===== src/rtl/lcd_cmd_sequencer.sv =====
// rtl/lcd_cmd_sequencer.sv - HD44780-style LCD bus-timing sequencer
//
// Turns one firmware register write into a timed RS/DATA setup, EN pulse,
// hold and execution wait, with a one-deep pending slot.
//
// Ports:
//   i_clk       clock
//   i_rst_n     asynchronous active-low reset
//   i_lcd_word  LCD register: [31] ON, [10] REQ toggle, [9] RS, [8] RW, [7:0] DATA
//   o_lcd_on    registered copy of the ON bit
//   o_lcd_en    EN strobe
//   o_lcd_rs    register select
//   o_lcd_rw    read/write select, always write
//   o_lcd_data  data bus
//   o_busy      transaction in progress or pending
//   o_overrun   sticky, a request was dropped
module lcd_cmd_sequencer #(
   parameter int T_SETUP = 3,
   parameter int T_PW    = 12,
   parameter int T_HOLD  = 2,
   parameter int T_EXEC  = 2500,
   parameter int T_LONG  = 82000
) (
   input  logic        i_clk,
   input  logic        i_rst_n,
   input  logic [31:0] i_lcd_word,
   output logic        o_lcd_on,
   output logic        o_lcd_en,
   output logic        o_lcd_rs,
   output logic        o_lcd_rw,
   output logic [7:0]  o_lcd_data,
   output logic        o_busy,
   output logic        o_overrun
);

   function automatic int max2(input int a, input int b);
      return (a > b) ? a : b;
   endfunction

   localparam int T_MAX = max2(max2(max2(T_LONG, T_EXEC), max2(T_PW, T_SETUP)), T_HOLD);
   localparam int CW    = $clog2(T_MAX + 1);

   localparam logic [CW-1:0] C_SETUP = CW'(T_SETUP - 1);
   localparam logic [CW-1:0] C_PW    = CW'(T_PW - 1);
   localparam logic [CW-1:0] C_HOLD  = CW'(T_HOLD - 1);
   localparam logic [CW-1:0] C_EXEC  = CW'(T_EXEC - 1);
   localparam logic [CW-1:0] C_LONG  = CW'(T_LONG - 1);

   typedef enum logic [2:0] {IDLE, SETUP, PULSE, HOLD, WAIT} state_t;

   state_t          state;
   logic [CW-1:0]   cnt;
   logic            req_last;
   logic            pend_valid;
   logic            pend_rs;
   logic [7:0]      pend_data;

   logic            req;
   logic            cnt_zero;
   logic            chain;
   logic            launch;
   logic            idle_next;
   logic            pend_next;
   logic            is_long;
   logic            unused;

   assign o_lcd_rw = 1'b0;
   assign unused   = ^{i_lcd_word[30:11], i_lcd_word[8]};

   always_comb begin
      req      = i_lcd_word[10] ^ req_last;
      cnt_zero = (cnt == '0);
      // A pending request is launched either straight out of WAIT or from
      // IDLE when it was captured on the very edge WAIT ended.
      chain    = pend_valid && ((state == IDLE) || ((state == WAIT) && cnt_zero));
      launch   = chain || ((state == IDLE) && req);
      idle_next = ((state == IDLE) && !launch) ||
                  ((state == WAIT) && cnt_zero && !chain);
      // Launching from pending frees the slot, so a same-cycle request refills it.
      pend_next = chain ? req : (pend_valid || (req && (state != IDLE)));
      is_long  = !o_lcd_rs && ((o_lcd_data == 8'h01) || (o_lcd_data == 8'h02));
   end

   always_ff @(posedge i_clk or negedge i_rst_n) begin
      if (!i_rst_n) begin
         state      <= IDLE;
         cnt        <= '0;
         req_last   <= 1'b0;
         pend_valid <= 1'b0;
         pend_rs    <= 1'b0;
         pend_data  <= 8'h00;
         o_lcd_on   <= 1'b0;
         o_lcd_en   <= 1'b0;
         o_lcd_rs   <= 1'b0;
         o_lcd_data <= 8'h00;
         o_busy     <= 1'b0;
         o_overrun  <= 1'b0;
      end else begin
         o_lcd_on <= i_lcd_word[31];
         o_busy   <= !idle_next || pend_next;
         if (req)
            req_last <= i_lcd_word[10];

         // Pending slot: never overwritten while full; a full slot drops the request.
         if (chain) begin
            pend_valid <= req;
            if (req) begin
               pend_rs   <= i_lcd_word[9];
               pend_data <= i_lcd_word[7:0];
            end
         end else if (req && (state != IDLE)) begin
            if (pend_valid) begin
               o_overrun <= 1'b1;
            end else begin
               pend_valid <= 1'b1;
               pend_rs    <= i_lcd_word[9];
               pend_data  <= i_lcd_word[7:0];
            end
         end

         case (state)
            IDLE: ;
            SETUP:
               if (cnt_zero) begin
                  o_lcd_en <= 1'b1;
                  cnt      <= C_PW;
                  state    <= PULSE;
               end else cnt <= cnt - CW'(1);
            PULSE:
               if (cnt_zero) begin
                  o_lcd_en <= 1'b0;
                  cnt      <= C_HOLD;
                  state    <= HOLD;
               end else cnt <= cnt - CW'(1);
            HOLD:
               if (cnt_zero) begin
                  cnt   <= is_long ? C_LONG : C_EXEC;
                  state <= WAIT;
               end else cnt <= cnt - CW'(1);
            WAIT:
               if (cnt_zero) state <= IDLE;
               else          cnt   <= cnt - CW'(1);
            default: state <= IDLE;
         endcase

         // The bus only changes here, at the start of SETUP.
         if (launch) begin
            state      <= SETUP;
            cnt        <= C_SETUP;
            o_lcd_rs   <= chain ? pend_rs   : i_lcd_word[9];
            o_lcd_data <= chain ? pend_data : i_lcd_word[7:0];
         end
      end
   end

endmodule


===== config.mk =====
export PLATFORM = sky130hd
export DESIGN_NAME = lcd_cmd_sequencer
export DESIGN_NICKNAME = d
export VERILOG_FILES = /design/src/rtl/lcd_cmd_sequencer.sv
export SDC_FILE = /design/constraint.sdc
export NUM_CORES = 1
export LEC_CHECK = 0
export ABC_CLOCK_PERIOD_IN_PS = 3100
export BUFFER_PORTS_ARGS = -buffer_cell sky130_fd_sc_hd__buf_2
export CAP_MARGIN = 5
export CORE_MARGIN = 10
export CORE_UTILIZATION = 55
export DETAILED_ROUTE_END_ITERATION = 12
export GPL_TIMING_DRIVEN = 0
export PLACE_DENSITY = 0.8
export SLEW_MARGIN = 20
export SYNTH_ARGS = -nofsm -noshare
export SYNTH_HDL_FRONTEND = slang
export SYNTH_SLANG_ARGS = --single-unit

===== constraint.sdc =====
create_clock -name i_clk -period 3.1 [get_ports i_clk]
set_clock_uncertainty 0.05 [all_clocks]
set_input_delay 0.775 -clock i_clk [delete_from_list [all_inputs] [get_ports i_clk]]
set_output_delay 0.775 -clock i_clk [all_outputs]
set_load 0.02 [all_outputs]

# Word level (Yosys, flattened, before mapping)
# Index checks and enable logic that the tools add are counted.
# W data, S select, Z words.
dict set report op_classes {
  n_eq_ne 16
  bitwise_logic 2
  add_sub_neg 1
  reduce_logical 28
  n_mux 29
}
# cell n
set op_table {}
lappend op_table {{$mux W17} 6}
lappend op_table {{$pmux W17 S4} 1}
lappend op_table {{$mux W8} 5}
lappend op_table {{$logic_not A17 Y1} 1}
lappend op_table {{$sub A17 B1 Y17 const B} 1}
lappend op_table {{$mux W3} 5}
lappend op_table {{$ne A3 B3 Y1 const B} 5}
lappend op_table {{$pmux W3 S5} 1}
lappend op_table {{$mux W1} 10}
lappend op_table {{$reduce_and A3 Y1} 3}
lappend op_table {{$eq A8 B1 Y1 const B} 1}
lappend op_table {{$eq A8 B2 Y1 const B} 1}
lappend op_table {{$ne A2 B2 Y1 const B} 4}
lappend op_table {{$logic_and A1 B1 Y1} 7}
lappend op_table {{$eq A3 B2 Y1 const B} 2}
lappend op_table {{$logic_or A1 B1 Y1} 6}
lappend op_table {{$reduce_and A5 Y1} 1}
lappend op_table {{$reduce_bool A5 Y1} 1}
lappend op_table {{$logic_not A1 Y1} 4}
lappend op_table {{$reduce_bool A2 Y1} 2}
lappend op_table {{$eq A3 B1 Y1 const B} 1}
lappend op_table {{$eq A3 B3 Y1 const B} 1}
lappend op_table {{$logic_not A3 Y1} 1}
lappend op_table {{$reduce_bool A3 Y1} 1}
lappend op_table {{5 further kinds} 5}
dict set report totals {
  input_bits 34
  output_inout_bits 14
  reg_bits 44
}

# Logic depth before layout (Yosys ltp)
# Gate-level depths: netlist of the first run.
dict set report logic_depth {
  depth_word 10
  depth_mapped 10
  mapped_depth_nobuf 7
}

# Least setup slack after synthesis of the first run
# OpenSTA, ideal clock, no wires.
dict set report synth_path {
  path_type {register -> register}
  from {reg cnt[0]}
  to {reg pend_data[0]}
  setup_slack_ns 0.453
  path_stages_with_launch 9
  required_time_ns 2.925
  setup_ns 0.125
  t_arrival_ns 2.473
  path_buffers 1
  period_less_slack_ns 2.647
  path_cell_list {dfrtp_1 > inv_1 > ha_1 > or4b_2 > or4_4 > buf_6 > a21boi_4 > o211ai_4 > mux2_2}
}
dict set report synth_between {
  elab_chain_cells 6
  word_cells_on_any_way 9
  classes_between {eq/ne (2); mux (1); reduce/logical (6)}
}
# element line_no
set synth_lines {}
lappend synth_lines {{start, declared} 52} ;# logic [CW-1:0] cnt;
lappend synth_lines {{start signal, assigned} 128} ;# end else cnt <= cnt - CW'(1);
lappend synth_lines {{start signal, assigned} 134} ;# end else cnt <= cnt - CW'(1);
lappend synth_lines {{start signal, assigned} 137} ;# cnt <= is_long ? C_LONG : C_EXEC;
lappend synth_lines {{$logic_not A17 Y1 (*)} 72} ;# cnt_zero = (cnt == '0);
lappend synth_lines {{$logic_and A1 B1 Y1 (*)} 75} ;# chain = pend_valid && ((state == IDLE) || ((state == WAIT) && cnt_zero));
lappend synth_lines {{$logic_or A1 B1 Y1 (*)} 75}
lappend synth_lines {{$logic_and A1 B1 Y1 (*)} 75}
lappend synth_lines {{$ne A2 B1 Y1 (no source line), or another cell as far along} --}
lappend synth_lines {{$reduce_and A3 Y1 (no source line)} --}
lappend synth_lines {{end signal, assigned} 109} ;# pend_data <= i_lcd_word[7:0];
lappend synth_lines {{end signal, assigned} 117} ;# pend_data <= i_lcd_word[7:0];
lappend synth_lines {{end, declared} 56} ;# logic [7:0] pend_data;
# Mark *: on every way between the ends. The rest lies on a longest branch, timed or not.
# A chain may end at the register's enable or synchronous reset.

# Worst setup path in the final report of the first run
dict set report layout_path {
  from {reg cnt[1]}
  to {reg cnt[2]}
}
dict set report layout_between {
  elab_chain_cells 7
  word_cells_on_any_way 15
  classes_between {add/sub (1); eq/ne (1); mux (6); reduce/logical (7)}
}
# element
set layout_lines {}
lappend layout_lines {{parallel branches: the longest is 7 deep, another holds $sub A17 B1 Y17}}
# Several ways; the timed one is not identified. The select of a mux whose other input is x is not followed.

==> flow_results.xml, run 1 <==
<?xml version="1.0" encoding="UTF-8"?>
<metrics>
  <group name="logic_synthesis">
    <metric name="synth.net_count" unit="">291</metric>
    <metric name="synth_area_per_cell" unit="um2">9.52</metric>
    <metric name="yosys-top-cells-area" unit="">sky130_fd_sc_hd__dfrtp_1, sky130_fd_sc_hd__mux2i_1, sky130_fd_sc_hd__o21ai_0</metric>
    <metric name="postSynthCellCount" unit="">255</metric>
    <metric name="synth_warnings" unit="">0</metric>
    <metric name="ys.flop_type" unit="">sky130_fd_sc_hd__dfrtp_1</metric>
    <metric name="async_set_reset_flop_share_out_of_synthesis" unit="%">100</metric>
    <metric name="postSynthRegisterBits" unit="">44</metric>
    <metric name="synth_edf_count" unit="">0</metric>
    <metric name="synth_top_cell_by_area" unit="">sky130_fd_sc_hd__dfrtp_1</metric>
    <metric name="post_synth_instance_area" unit="um2">2430</metric>
    <metric name="post_synth_num_cell_types" unit="">50</metric>
    <metric name="ys_seq_area_share" unit="%">45.3</metric>
    <metric name="synth_top_cell_area_share" unit="%">45.3</metric>
  </group>
  <group name="timing">
    <metric name="finalHoldViolCount" unit="">0</metric>
    <metric name="whs" unit="ns">0.421</metric>
    <metric name="slew-limit-headroom" unit="%">34.8</metric>
    <metric name="max_clock_freq" unit="GHz">0.346</metric>
    <metric name="max_slew_violation_total_from_the_final_report" unit="">0</metric>
    <metric name="tightestPinTransition" unit="ns">0.978</metric>
    <metric name="timing.final.crit_period" unit="ns">2.89</metric>
    <metric name="finalSetupTns" unit="ns">0</metric>
    <metric name="setup-violations-final" unit="">0</metric>
    <metric name="setup_repair_after_global_routing_missed_its_margin" unit="">no</metric>
    <metric name="final_min_period_over_clock_period" unit="%">93.3</metric>
  </group>
  <group name="cts">
    <metric name="clk_pin_slew_worst_paths" unit="ns">0.08</metric>
    <metric name="clock-sinks" unit="">44</metric>
    <metric name="cts-buffers-inserted" unit="">5</metric>
    <metric name="tritoncts" unit="">done</metric>
    <metric name="clock_insertion_delay_worst_skew" unit="ns">0.30</metric>
    <metric name="setup_repair_bufs_after_cts" unit="">0</metric>
    <metric name="cts.root.buffer_cell" unit="">sky130_fd_sc_hd__clkbuf_8</metric>
    <metric name="post_cts_hold_buffer_count" unit="">0</metric>
    <metric name="clockBufferDepth" unit="">2</metric>
    <metric name="htree_num_levels" unit="">2</metric>
  </group>
  <group name="grt">
    <metric name="grtUsageMet1" unit="%">17.3</metric>
    <metric name="use_met2" unit="%">25.0</metric>
    <metric name="global_route_congestion_overflow_total" unit="">0</metric>
    <metric name="via_count_of_the_first_global_routing_pass" unit="">2035</metric>
    <metric name="grt_max_degree" unit="">45</metric>
    <metric name="track_usage" unit="%">14.9</metric>
    <metric name="grtUsageMet3" unit="%">3.66</metric>
    <metric name="gr-max-usage-layer" unit="">met2</metric>
    <metric name="wire_length_of_the_first_global_routing_pass" unit="mm">9.09</metric>
    <metric name="number_of_antenna_violations_at_the_first_check_in_global_routing" unit="">0</metric>
  </group>
  <group name="place">
    <metric name="port_buffers" unit="">25</metric>
    <metric name="finalWeightedCongestion" unit="">0.836</metric>
    <metric name="place.detailed.hpwl" unit="mm">3.88</metric>
  </group>
  <group name="floorplan">
    <metric name="start_util" unit="%">56.2</metric>
    <metric name="die_area" unit="um2">7470</metric>
    <metric name="die_x" unit="um">86.5</metric>
    <metric name="core-area" unit="um2">4320</metric>
    <metric name="pin_count" unit="">48</metric>
    <metric name="die_height" unit="um">86.5</metric>
    <metric name="num_rows" unit="">24</metric>
  </group>
  <group name="critical_path">
    <metric name="ff2ff_setup_slack" unit="ns">0.21</metric>
    <metric name="reg2reg_depth" unit="">9</metric>
    <metric name="critPathRequiredTime" unit="ns">3.23</metric>
    <metric name="cp_cell_sequence" unit="">inv_1, ha_1, or4b_2, or4_4, buf_6, clkbuf_1, o221a_2, a221oi_1, nand2_1</metric>
    <metric name="launching_instance_or_port_of_the_critical_path" unit="">cnt[1]</metric>
    <metric name="critical_path.endpoint_type" unit="">register</metric>
    <metric name="worst_flop_to_flop_path_endpoint" unit="">cnt[2]</metric>
    <metric name="crit_path_dat" unit="ns">3.02</metric>
    <metric name="critical_path.startpoint_type" unit="">register</metric>
    <metric name="setup_cp_type" unit="">reg -&gt; reg</metric>
    <metric name="worst_r2r_startpoint" unit="">cnt[1]</metric>
    <metric name="crit_end" unit="">cnt[2]</metric>
    <metric name="critPathSlowestCell" unit="">sky130_fd_sc_hd__or4b_2</metric>
    <metric name="max_stage_delay" unit="ns">0.66</metric>
    <metric name="critical_path.max_fanout" unit="">10</metric>
  </group>
  <group name="pwr">
    <metric name="power.ir.vdd_worst" unit="mV">0.305</metric>
    <metric name="powerDensity" unit="nW/um2">384</metric>
    <metric name="power_leakage" unit="nW">1.12</metric>
  </group>
  <group name="finish">
    <metric name="fillerInstances" unit="">365</metric>
    <metric name="n_diodes" unit="">0</metric>
    <metric name="areaGrowthSynthToFinish" unit="%">12.1</metric>
    <metric name="layout.nets" unit="">323</metric>
    <metric name="layout-drive-gt1-share" unit="%">20.5</metric>
  </group>
  <group name="routing">
    <metric name="drtAntennaViolNets" unit="">0</metric>
    <metric name="detail_route.iter0.violations" unit="">129</metric>
    <metric name="detail_route.drc_violations" unit="">0</metric>
    <metric name="wl_per_cell" unit="um">15.8</metric>
    <metric name="dr_total_vias" unit="">1991</metric>
    <metric name="detail_route.vias_per_cell" unit="">5.86</metric>
    <metric name="totalWireLength" unit="mm">5.39</metric>
    <metric name="drtPass1Iterations" unit="">4</metric>
  </group>
  <group name="outcome">
    <metric name="result_of_the_run" unit="">completed</metric>
  </group>
  <group name="job">
    <metric name="max_cap_violations" unit="">0</metric>
  </group>
  <group name="worst_hold_path">
    <metric name="worst_min_delay_path_class" unit="">reg -&gt; reg</metric>
  </group>
</metrics>
-- stage by stage --
stage | setup slack (ns) | instance area (um2) | std cells | util [%] | power [W]
floorplan | 0.453 | 2430 | 255 | - | 0.000646
global placement | 0.251 | 2620 | 332 | 60.6 | 0.000670
detailed placement | 0.241 | 2620 | 332 | 60.6 | 0.000674
CTS | 0.183 | 2720 | 340 | 62.8 | 0.00106
global route | 0.0914 | 2720 | 340 | 63.0 | 0.00108
finish | 0.207 | 2720 | 340 | 63.0 | 0.00105
-- report_power, final --
group	total, W	switching, W	leakage, nW	internal [W]
registers	0.000611	0.0000129	0.466	0.000598
clock network	0.000383	0.000201	0.0516	0.000182
logic	0.0000510	0.0000260	0.604	0.0000250
total	0.00105	0.000240	1.12	0.000805
-- cell type report --
| cell class | instances | area (um2) | area share, % |
|---|---|---|---|
| clock buffer | 6 | 82.6 | 3.03 |
| inverter | 6 | 22.5 | 0.827 |
| multi-input combinational | 189 | 1230 | 45.1 |
| buffer | 16 | 83.8 | 3.08 |
| timing repair buffer | 25 | 125 | 4.60 |
| tap | 52 | 65.1 | 2.39 |
| sequential | 44 | 1100 | 40.4 |
| clock inverter | 2 | 13.8 | 0.506 |
-- critical path: cells and delay by family (launching register included) --
family          cells  cell delay, ns
simple gates        3            1.27
buf+inv             3            0.46
flops               1            0.44
compound gates      2            0.40
fa+ha+maj           1            0.14
-- worst min-delay path by stage --
| stage | start | to | cells after the start |
|---|---|---|---|
| 2_1_floorplan | cnt[13] | cnt[13] | 1 |
| 3_3_place_gp | o_overrun | o_overrun | 1 |
| 3_5_place_dp | o_overrun | o_overrun | 1 |
| 4_1_cts | o_overrun | o_overrun | 1 |
| 5_1_grt | o_overrun | o_overrun | 1 |
| 6_report | o_overrun | o_overrun | 1 |
-- cell usage in the layout (no fill, tap or decap), drive strengths merged, types with 3 or more instances in the layout --
cell,count
xnor2,4
mux2,9
nand2,17
mux2i,11
or4,6
a21oi,20
or3,3
clkbuf,16
nor2,25
nand2b,4
o21ai,21
nor4,4
nor3,12
buf,31
o211ai,4
a22oi,3
nand3,8
nand3b,3
inv,7
dfrtp,44
nor2b,3
-- cells by family after synthesis --
group	Yosys count	synth area share (%)
flip-flops	44	45.3
other	1	0.154
XOR/XNOR	6	2.16
AO/OA/AOI/OAI	70	19.4
multiplexers	20	8.71
adder cells (fa/ha/maj)	2	1.03
AND/OR/NAND/NOR	90	18.9
buffers and inverters	22	4.33
-- cell usage after synthesis, types with 3 or more instances --
| library cell | number |
|---|---|
| sky130_fd_sc_hd__o21ai_0 | 21 |
| sky130_fd_sc_hd__clkbuf_1 | 10 |
| sky130_fd_sc_hd__a21oi_1 | 20 |
| sky130_fd_sc_hd__or4_1 | 4 |
| sky130_fd_sc_hd__nand2b_1 | 4 |
| sky130_fd_sc_hd__xnor2_1 | 4 |
| sky130_fd_sc_hd__buf_2 | 3 |
| sky130_fd_sc_hd__nand2_1 | 17 |
| sky130_fd_sc_hd__nand3_1 | 8 |
| sky130_fd_sc_hd__nor3_1 | 12 |
| sky130_fd_sc_hd__inv_1 | 6 |
| sky130_fd_sc_hd__nor2_1 | 25 |
| sky130_fd_sc_hd__a22oi_1 | 3 |
| sky130_fd_sc_hd__mux2i_1 | 11 |
| sky130_fd_sc_hd__dfrtp_1 | 44 |
| sky130_fd_sc_hd__nor4_1 | 4 |
| sky130_fd_sc_hd__o211ai_1 | 3 |
| sky130_fd_sc_hd__or3_1 | 3 |
| sky130_fd_sc_hd__mux2_2 | 9 |
| sky130_fd_sc_hd__nand3b_1 | 3 |
| sky130_fd_sc_hd__nor2b_1 | 3 |
-- layer usage --
metal,part of all wire [%],routed length [um]
met1,44,2390
met3,5.4,289
met4,1.5,79
met5,0,0
met2,49,2630
-- registers in the layout (all words and copies together), names as in the netlist --
name,count
o_lcd_data,8
cnt,17
o_overrun,1
pend_rs,1
o_lcd_on,1
pend_valid,1
req_last,1
o_busy,1
o_lcd_en,1
state,3
pend_data,8
o_lcd_rs,1
-- timing repair --
item | 4_1_cts | 5_1_grt
setup endpoints to repair | 0 | 7
hold endpoints to repair | 0 | 0
gates resized for setup | 0 | 3
Power figures use the tool's default switching activity.
==> run 2: changes to the inputs <==
Settings changed: ABC_AREA set to 1, CORE_UTILIZATION 55 to 56.
==> run 2 against run 1 <==
  * Combinational power decreased by 38%
  * Non-clock buffer count decreased by 9
  * Critical endpoint is now cnt[5]
  * Synthesized area increased by 8.3%
  * Total power decreased by 4.9%
  * Synthesized cell count increased by 36%
  * Design area increased by 7.2%
  * Register-to-register slack improved by 0.66 ns
==> flow_results.xml, run 2 <==
<?xml version="1.0" encoding="UTF-8"?>
<metrics>
  <group name="outcome">
    <metric name="result_of_the_run" unit="">completed</metric>
  </group>
  <group name="timing">
    <metric name="tightestPinTransition" unit="ns">0.980</metric>
    <metric name="finalHoldViolCount" unit="">0</metric>
    <metric name="timing.final.crit_period" unit="ns">2.23</metric>
    <metric name="max_slew_violation_total_from_the_final_report" unit="">0</metric>
    <metric name="setup-violations-final" unit="">0</metric>
    <metric name="slew-limit-headroom" unit="%">34.7</metric>
    <metric name="finalSetupTns" unit="ns">0</metric>
    <metric name="final_min_period_over_clock_period" unit="%">72.0</metric>
    <metric name="setup_repair_after_global_routing_missed_its_margin" unit="">no</metric>
    <metric name="max_clock_freq" unit="GHz">0.448</metric>
  </group>
  <group name="logic_synthesis">
    <metric name="synth.net_count" unit="">382</metric>
    <metric name="synth_top_cell_area_share" unit="%">41.9</metric>
    <metric name="postSynthCellCount" unit="">346</metric>
    <metric name="yosys-top-cells-area" unit="">sky130_fd_sc_hd__dfrtp_1, sky130_fd_sc_hd__nand2_1, sky130_fd_sc_hd__nand3_1</metric>
    <metric name="synth_top_cell_by_area" unit="">sky130_fd_sc_hd__dfrtp_1</metric>
    <metric name="synth_edf_count" unit="">0</metric>
    <metric name="ys_seq_area_share" unit="%">41.9</metric>
    <metric name="post_synth_num_cell_types" unit="">36</metric>
    <metric name="ys.flop_type" unit="">sky130_fd_sc_hd__dfrtp_1</metric>
    <metric name="async_set_reset_flop_share_out_of_synthesis" unit="%">100</metric>
    <metric name="synthTopCellsByCount" unit="">sky130_fd_sc_hd__nand2_1, sky130_fd_sc_hd__dfrtp_1, sky130_fd_sc_hd__inv_1</metric>
    <metric name="post-synth-top-count-cell" unit="">sky130_fd_sc_hd__nand2_1</metric>
    <metric name="post_synth_instance_area" unit="um2">2630</metric>
    <metric name="synth_area_per_cell" unit="um2">7.60</metric>
    <metric name="synth_warnings" unit="">0</metric>
    <metric name="postSynthRegisterBits" unit="">44</metric>
  </group>
  <group name="grt">
    <metric name="number_of_antenna_violations_at_the_first_check_in_global_routing" unit="">0</metric>
    <metric name="gr-max-usage-layer" unit="">met2</metric>
    <metric name="track_usage" unit="%">16.7</metric>
    <metric name="grt_max_degree" unit="">45</metric>
    <metric name="wire_length_of_the_first_global_routing_pass" unit="mm">10.4</metric>
    <metric name="use_met2" unit="%">28.7</metric>
    <metric name="global_route_congestion_overflow_total" unit="">0</metric>
    <metric name="grtUsageMet1" unit="%">20.0</metric>
    <metric name="via_count_of_the_first_global_routing_pass" unit="">2282</metric>
    <metric name="grtUsageMet3" unit="%">3.77</metric>
  </group>
  <group name="cts">
    <metric name="setup_repair_bufs_after_cts" unit="">0</metric>
    <metric name="post_cts_resized" unit="">0</metric>
    <metric name="post_cts_hold_buffer_count" unit="">0</metric>
    <metric name="clock-sinks" unit="">44</metric>
    <metric name="tritoncts" unit="">done</metric>
    <metric name="clock_insertion_delay_worst_skew" unit="ns">0.31</metric>
    <metric name="cts.root.buffer_cell" unit="">sky130_fd_sc_hd__clkbuf_8</metric>
    <metric name="htree_num_levels" unit="">2</metric>
    <metric name="cts-buffers-inserted" unit="">5</metric>
    <metric name="clockBufferDepth" unit="">2</metric>
    <metric name="clk_pin_slew_worst_paths" unit="ns">0.09</metric>
  </group>
  <group name="routing">
    <metric name="totalWireLength" unit="mm">5.87</metric>
    <metric name="wl_per_cell" unit="um">13.6</metric>
    <metric name="detail_route.drc_violations" unit="">0</metric>
    <metric name="dr_total_vias" unit="">2266</metric>
    <metric name="drtAntennaViolNets" unit="">0</metric>
    <metric name="drtPass1Iterations" unit="">5</metric>
    <metric name="detail_route.iter0.violations" unit="">151</metric>
    <metric name="detail_route.vias_per_cell" unit="">5.26</metric>
  </group>
  <group name="pwr">
    <metric name="internal_power" unit="W">0.000765</metric>
    <metric name="power.combinational.fraction" unit="%">3.2</metric>
    <metric name="power_switching_share" unit="%">23.0</metric>
    <metric name="power_leakage" unit="nW">1.49</metric>
    <metric name="p_switching" unit="W">0.000229</metric>
    <metric name="power.ir.vdd_worst" unit="mV">0.278</metric>
    <metric name="power.clock.fraction" unit="%">38.9</metric>
    <metric name="power.sequential.fraction" unit="%">57.9</metric>
    <metric name="power" unit="W">0.000993</metric>
    <metric name="powerDensity" unit="nW/um2">340</metric>
  </group>
  <group name="place">
    <metric name="place.detailed.hpwl" unit="mm">4.40</metric>
    <metric name="finalWeightedCongestion" unit="">0.905</metric>
    <metric name="dpl-instance-area" unit="um2">2820</metric>
    <metric name="numPlacedInstances" unit="">423</metric>
    <metric name="port_buffers" unit="">25</metric>
  </group>
  <group name="floorplan">
    <metric name="core-area" unit="um2">4440</metric>
    <metric name="die_x" unit="um">88.5</metric>
    <metric name="num_rows" unit="">24</metric>
    <metric name="die_area" unit="um2">7840</metric>
    <metric name="start_util" unit="%">59.2</metric>
    <metric name="pin_count" unit="">48</metric>
    <metric name="die_height" unit="um">88.5</metric>
  </group>
  <group name="finish">
    <metric name="layout.area.seq" unit="um2">1100</metric>
    <metric name="layout.nets" unit="">414</metric>
    <metric name="multi_input_comb_area" unit="um2">1290</metric>
    <metric name="layout-drive-gt1-share" unit="%">19.8</metric>
    <metric name="stdcell_count" unit="">431</metric>
    <metric name="final_common_cell" unit="">sky130_fd_sc_hd__nand2_1</metric>
    <metric name="areaGrowthSynthToFinish" unit="%">10.9</metric>
    <metric name="biggestRegsByFlops" unit="">cnt (17), o_lcd_data (8), pend_data (8)</metric>
    <metric name="fillerInstances" unit="">391</metric>
    <metric name="finish.instance_area" unit="um2">2920</metric>
    <metric name="layout.cells.most_common_list" unit="">sky130_fd_sc_hd__nand2_1, sky130_fd_sc_hd__dfrtp_1, sky130_fd_sc_hd__inv_1</metric>
    <metric name="top_register" unit="">cnt</metric>
    <metric name="n_diodes" unit="">0</metric>
    <metric name="largest_register_ffs" unit="">17</metric>
  </group>
  <group name="critical_path">
    <metric name="critPathRequiredTime" unit="ns">3.24</metric>
    <metric name="critical_path.startpoint_type" unit="">register</metric>
    <metric name="crit_path_dat" unit="ns">2.38</metric>
    <metric name="cp_cell_sequence" unit="">inv_1, ha_1, inv_1, nor2_1, nand2_1, nor2_4, nand3_4, nand2_4, nand2_1, nand2_1, inv_1, nand4_1, nand2_1</metric>
    <metric name="critPathSlowestCell" unit="">sky130_fd_sc_hd__dfrtp_1</metric>
    <metric name="critical_path.max_fanout" unit="">7</metric>
    <metric name="worst_flop_to_flop_path_endpoint" unit="">cnt[5]</metric>
    <metric name="ff2ff_setup_slack" unit="ns">0.87</metric>
    <metric name="max_stage_delay" unit="ns">0.38</metric>
    <metric name="launching_instance_or_port_of_the_critical_path" unit="">cnt[0]</metric>
    <metric name="crit_top_cell" unit="">sky130_fd_sc_hd__nand2_1</metric>
    <metric name="critical_path.endpoint_type" unit="">register</metric>
    <metric name="worst_r2r_startpoint" unit="">cnt[0]</metric>
    <metric name="setup_cp_type" unit="">reg -&gt; reg</metric>
    <metric name="reg2reg_depth" unit="">13</metric>
  </group>
  <group name="worst_hold_path">
    <metric name="whs_path_depth" unit="">2</metric>
    <metric name="min_from" unit="">pend_data[1]</metric>
    <metric name="worst_min_delay_path_class" unit="">reg -&gt; reg</metric>
    <metric name="whs_endpoint" unit="">pend_data[1]</metric>
  </group>
  <group name="job">
    <metric name="max_cap_violations" unit="">0</metric>
  </group>
</metrics>
run 2: power by group through the flow:
stage	clock, W	combinational (W)	sequential (W)
finish	0.000387	0.0000318	0.000575
global route	0.000418	0.0000363	0.000575
CTS	0.000394	0.0000332	0.000575
detailed placement	0	0.0000327	0.000587
global placement	0	0.0000319	0.000587
floorplan	0	0.00000902	0.000588
run 2: cell families after synthesis:
| logic type | synth area share [%] |
|---|---|
| AND/OR/NAND/NOR | 35.0 |
| buffers and inverters | 9.18 |
| flip-flops | 41.9 |
| AO/OA/AOI/OAI | 9.56 |
| XOR/XNOR | 3.33 |
| adder cells (fa/ha/maj) | 0.951 |
| other | 0.143 |
run 2: how the worst max path moves through the flow:
stage | to | slack (ns)
after floorplan | pend_data[6] | 1.20
after global placement | cnt[5] | 0.70
after detailed placement | cnt[5] | 0.70
after CTS | cnt[5] | 0.86
after global routing | o_lcd_rs | 0.64
final | cnt[5] | 0.87
run 2: worst max-delay path, delay by kind of cell, from the launching register on:
family / cells / cell delay (ns)
and+or+nand+nor: 9 / 1.11
buffers and inverters: 3 / 0.37
adders and majority gates: 1 / 0.18
DFF: 1 / 0.38
run 2: final cells by class:
cell class | count | share of cell area [%]
Multi-Input combinational cell | 248 | 44.1
Sequential cell | 44 | 37.7
Inverter | 47 | 6.13
Timing Repair Buffer | 25 | 4.29
Clock buffer | 6 | 2.83
Tap cell | 52 | 2.23
Buffer | 7 | 2.14
Clock inverter | 2 | 0.515
run 2: layer usage:
layer,vias up,part of all wire (%),wire (um)
li1,1162,-,-
met1,1041,44,2590
met2,52,49,2850
met3,11,5.3,312
met4,0,1.9,111
met5,-,0,0
run 2: through the flow:
stage	utilization, %	hold WS, ns	setup WS (ns)
after detailed placement	63.5	0.417	0.699
after global routing	65.7	0.458	0.639
after global placement	63.5	0.408	0.704
after floorplan	-	0.405	1.20
final	65.7	0.438	0.868
after CTS	65.7	0.439	0.864
==> run 3: changes to the inputs <==
Settings changed: ABC_CLOCK_PERIOD_IN_PS 3100 to 2100.
Clock period 3.1 ns to 2.1 ns, I/O delays scaled along.
==> run 3 against run 2 <==
  * Critical path type unchanged
  * Highest routed layer unchanged
  * Largest cell class unchanged
  * First-iteration DRC count increased by 35%
  * Via count grew 6.8%
  * Global-route usage is essentially flat
  * Clock power grew 48%
  * Worst hold slack got worse by 0.17 ns
  * Die area stayed put
  * Flip-flop and latch count unchanged
  * Fmax grew 7.6%
  * Combinational power is 51% higher
  * Register-to-register slack got worse by 0.84 ns
  * Critical path depth unchanged
==> flow_results.xml, run 3 (synthesized netlist as in run 2, its figures left out) <==
<?xml version="1.0" encoding="UTF-8"?>
<metrics>
  <group name="grt">
    <metric name="global_route_congestion_overflow_total" unit="">0</metric>
    <metric name="via_count_of_the_first_global_routing_pass" unit="">2293</metric>
    <metric name="number_of_antenna_violations_at_the_first_check_in_global_routing" unit="">0</metric>
    <metric name="grt_max_degree" unit="">45</metric>
    <metric name="track_usage" unit="%">16.8</metric>
    <metric name="wire_length_of_the_first_global_routing_pass" unit="mm">10.4</metric>
  </group>
  <group name="timing">
    <metric name="tightestPinTransition" unit="ns">0.974</metric>
    <metric name="setup-violations-final" unit="">0</metric>
    <metric name="max_clock_freq" unit="GHz">0.482</metric>
    <metric name="timing.final.crit_period" unit="ns">2.07</metric>
    <metric name="finalHoldViolCount" unit="">0</metric>
    <metric name="final_min_period_over_clock_period" unit="%">98.8</metric>
    <metric name="fin_ws" unit="ns">0.0259</metric>
    <metric name="max_slew_violation_total_from_the_final_report" unit="">0</metric>
    <metric name="slew-limit-headroom" unit="%">35.1</metric>
    <metric name="setup_repair_after_global_routing_missed_its_margin" unit="">yes</metric>
  </group>
  <group name="routing">
    <metric name="drtPass1Iterations" unit="">4</metric>
    <metric name="dr_total_vias" unit="">2421</metric>
    <metric name="detail_route.drc_violations" unit="">0</metric>
    <metric name="drtAntennaViolNets" unit="">0</metric>
    <metric name="detail_route.vias_per_cell" unit="">5.45</metric>
    <metric name="detail_route.iter0.violations" unit="">204</metric>
    <metric name="totalWireLength" unit="mm">6.43</metric>
    <metric name="wl_per_cell" unit="um">14.5</metric>
  </group>
  <group name="job">
    <metric name="max_cap_violations" unit="">0</metric>
  </group>
  <group name="critical_path">
    <metric name="critical_path.endpoint_type" unit="">register</metric>
    <metric name="critical_path.startpoint_type" unit="">register</metric>
    <metric name="critical_path.max_fanout" unit="">6</metric>
    <metric name="cp_cell_sequence" unit="">inv_2, ha_4, inv_2, nor2_4, nand2_2, nor2_4, nand3_4, nand2_4, nor2_4, or2_4, buf_6, clkbuf_16, o21ai_2</metric>
    <metric name="max_stage_delay" unit="ns">0.39</metric>
    <metric name="critPathRequiredTime" unit="ns">2.29</metric>
    <metric name="crit_path_dat" unit="ns">2.26</metric>
    <metric name="crit_top_cell" unit="">sky130_fd_sc_hd__nor2_4</metric>
    <metric name="setup_cp_type" unit="">reg -&gt; reg</metric>
    <metric name="critPathSlowestCell" unit="">sky130_fd_sc_hd__dfrtp_1</metric>
  </group>
  <group name="pwr">
    <metric name="power_leakage" unit="nW">1.58</metric>
    <metric name="power.ir.vdd_worst" unit="mV">0.410</metric>
    <metric name="powerDensity" unit="nW/um2">469</metric>
  </group>
  <group name="floorplan">
    <metric name="die_x" unit="um">88.5</metric>
    <metric name="pin_count" unit="">48</metric>
    <metric name="start_util" unit="%">59.2</metric>
    <metric name="die_area" unit="um2">7840</metric>
    <metric name="core-area" unit="um2">4440</metric>
    <metric name="die_height" unit="um">88.5</metric>
    <metric name="num_rows" unit="">24</metric>
  </group>
  <group name="place">
    <metric name="finalWeightedCongestion" unit="">0.905</metric>
    <metric name="numPlacedInstances" unit="">423</metric>
    <metric name="pre_cts_slack" unit="ns">-0.108</metric>
    <metric name="port_buffers" unit="">25</metric>
    <metric name="place.detailed.hpwl" unit="mm">4.40</metric>
  </group>
  <group name="cts">
    <metric name="post_cts_hold_buffer_count" unit="">0</metric>
    <metric name="cts-buffers-inserted" unit="">5</metric>
    <metric name="clockBufferDepth" unit="">2</metric>
    <metric name="clock_insertion_delay_worst_skew" unit="ns">0.31</metric>
    <metric name="cts.root.buffer_cell" unit="">sky130_fd_sc_hd__clkbuf_8</metric>
    <metric name="htree_num_levels" unit="">2</metric>
    <metric name="tritoncts" unit="">done</metric>
    <metric name="clk_pin_slew_worst_paths" unit="ns">0.09</metric>
    <metric name="clock-sinks" unit="">44</metric>
  </group>
  <group name="finish">
    <metric name="n_diodes" unit="">0</metric>
    <metric name="fillerInstances" unit="">360</metric>
    <metric name="biggestRegsByFlops" unit="">cnt (17), o_lcd_data (8), pend_data (8)</metric>
    <metric name="final_common_cell" unit="">sky130_fd_sc_hd__nand2_1</metric>
    <metric name="largest_register_ffs" unit="">17</metric>
    <metric name="layout-drive-gt1-share" unit="%">25.5</metric>
    <metric name="multi_input_comb_area" unit="um2">1360</metric>
    <metric name="layout.area.seq" unit="um2">1100</metric>
    <metric name="layout.nets" unit="">427</metric>
    <metric name="areaGrowthSynthToFinish" unit="%">19.1</metric>
    <metric name="stdcell_count" unit="">444</metric>
    <metric name="layout.cells.most_common_list" unit="">sky130_fd_sc_hd__nand2_1, sky130_fd_sc_hd__dfrtp_1, sky130_fd_sc_hd__inv_1</metric>
    <metric name="top_register" unit="">cnt</metric>
  </group>
  <group name="outcome">
    <metric name="result_of_the_run" unit="">completed</metric>
  </group>
  <group name="worst_hold_path">
    <metric name="worst_min_delay_path_class" unit="">in -&gt; reg</metric>
  </group>
</metrics>
run 3: layer usage:
metal  GRT usage (%)  vias up  routed length [um]
met5               0        -                   0
met4            6.75        0                 121
met3            4.14       11                 426
met2            28.5       87                3280
met1            19.8     1131                2610
li1                -     1192                   -
run 3: repair_timing:
action	4_1_cts	5_1_grt
setup buffers	1	9
setup endpoints to repair	20	36
pin swaps	1	9
cloned	0	3
resized for setup	5	22
run 3: report_power, final:
part	internal [W]	switching (W)	leakage [nW]
sequential	0.000848	0.000000583	0.491
clock	0.000267	0.000307	0.0434
combinational	0.0000139	0.0000340	1.05
run 3: per-stage QoR:
step	instance area, um2	hold slack (ns)	utilization, %	power [W]	setup TNS [ns]
3_3_place_gp	2820	0.408	63.5	0.000913	-0.482
6_report	3130	0.270	70.5	0.00147	0
2_1_floorplan	2630	0.179	-	0.000881	0
5_1_grt	3130	0.253	70.5	0.00152	-1.01
3_5_place_dp	2820	0.417	63.5	0.000914	-0.631
4_1_cts	2940	0.266	66.2	0.00148	0
run 3: area by class of cell:
cell class	instances	share of cell area [%]
tap	52	2.08
inverter	47	5.71
sequential	44	35.1
clock inverter	2	0.479
clock buffer	6	2.64
multi-input combinational	248	43.4
buffer	7	2.32
timing repair buffer	38	8.27
run 3: final timing paths:
| path | slack [ns] | cells after the start | from | to |
|---|---|---|---|---|
| setup / recovery | 0.03 | 13 | cnt[1] | pend_data[2] |
| hold / removal | 0.27 | 1 | i_lcd_word[31] | o_lcd_on |
| setup reg to reg | 0.03 | 13 | cnt[1] | pend_data[2] |
| hold reg to reg | 0.44 | 2 | pend_data[0] | pend_data[0] |
| max in group asynchronous | 1.07 | 1 | i_rst_n | cnt[8] |
| min in group asynchronous | 0.31 | 1 | i_rst_n | cnt[2] |
run 3: critical path, delay by kind of cell, from the launching register on:
kind,cells,cell delay (ns)
AO/OA/AOI/OAI,1,0.12
adder cells (fa/ha/maj),1,0.15
buffers and inverters,4,0.45
flip-flops,1,0.39
AND/OR/NAND/NOR,7,0.85
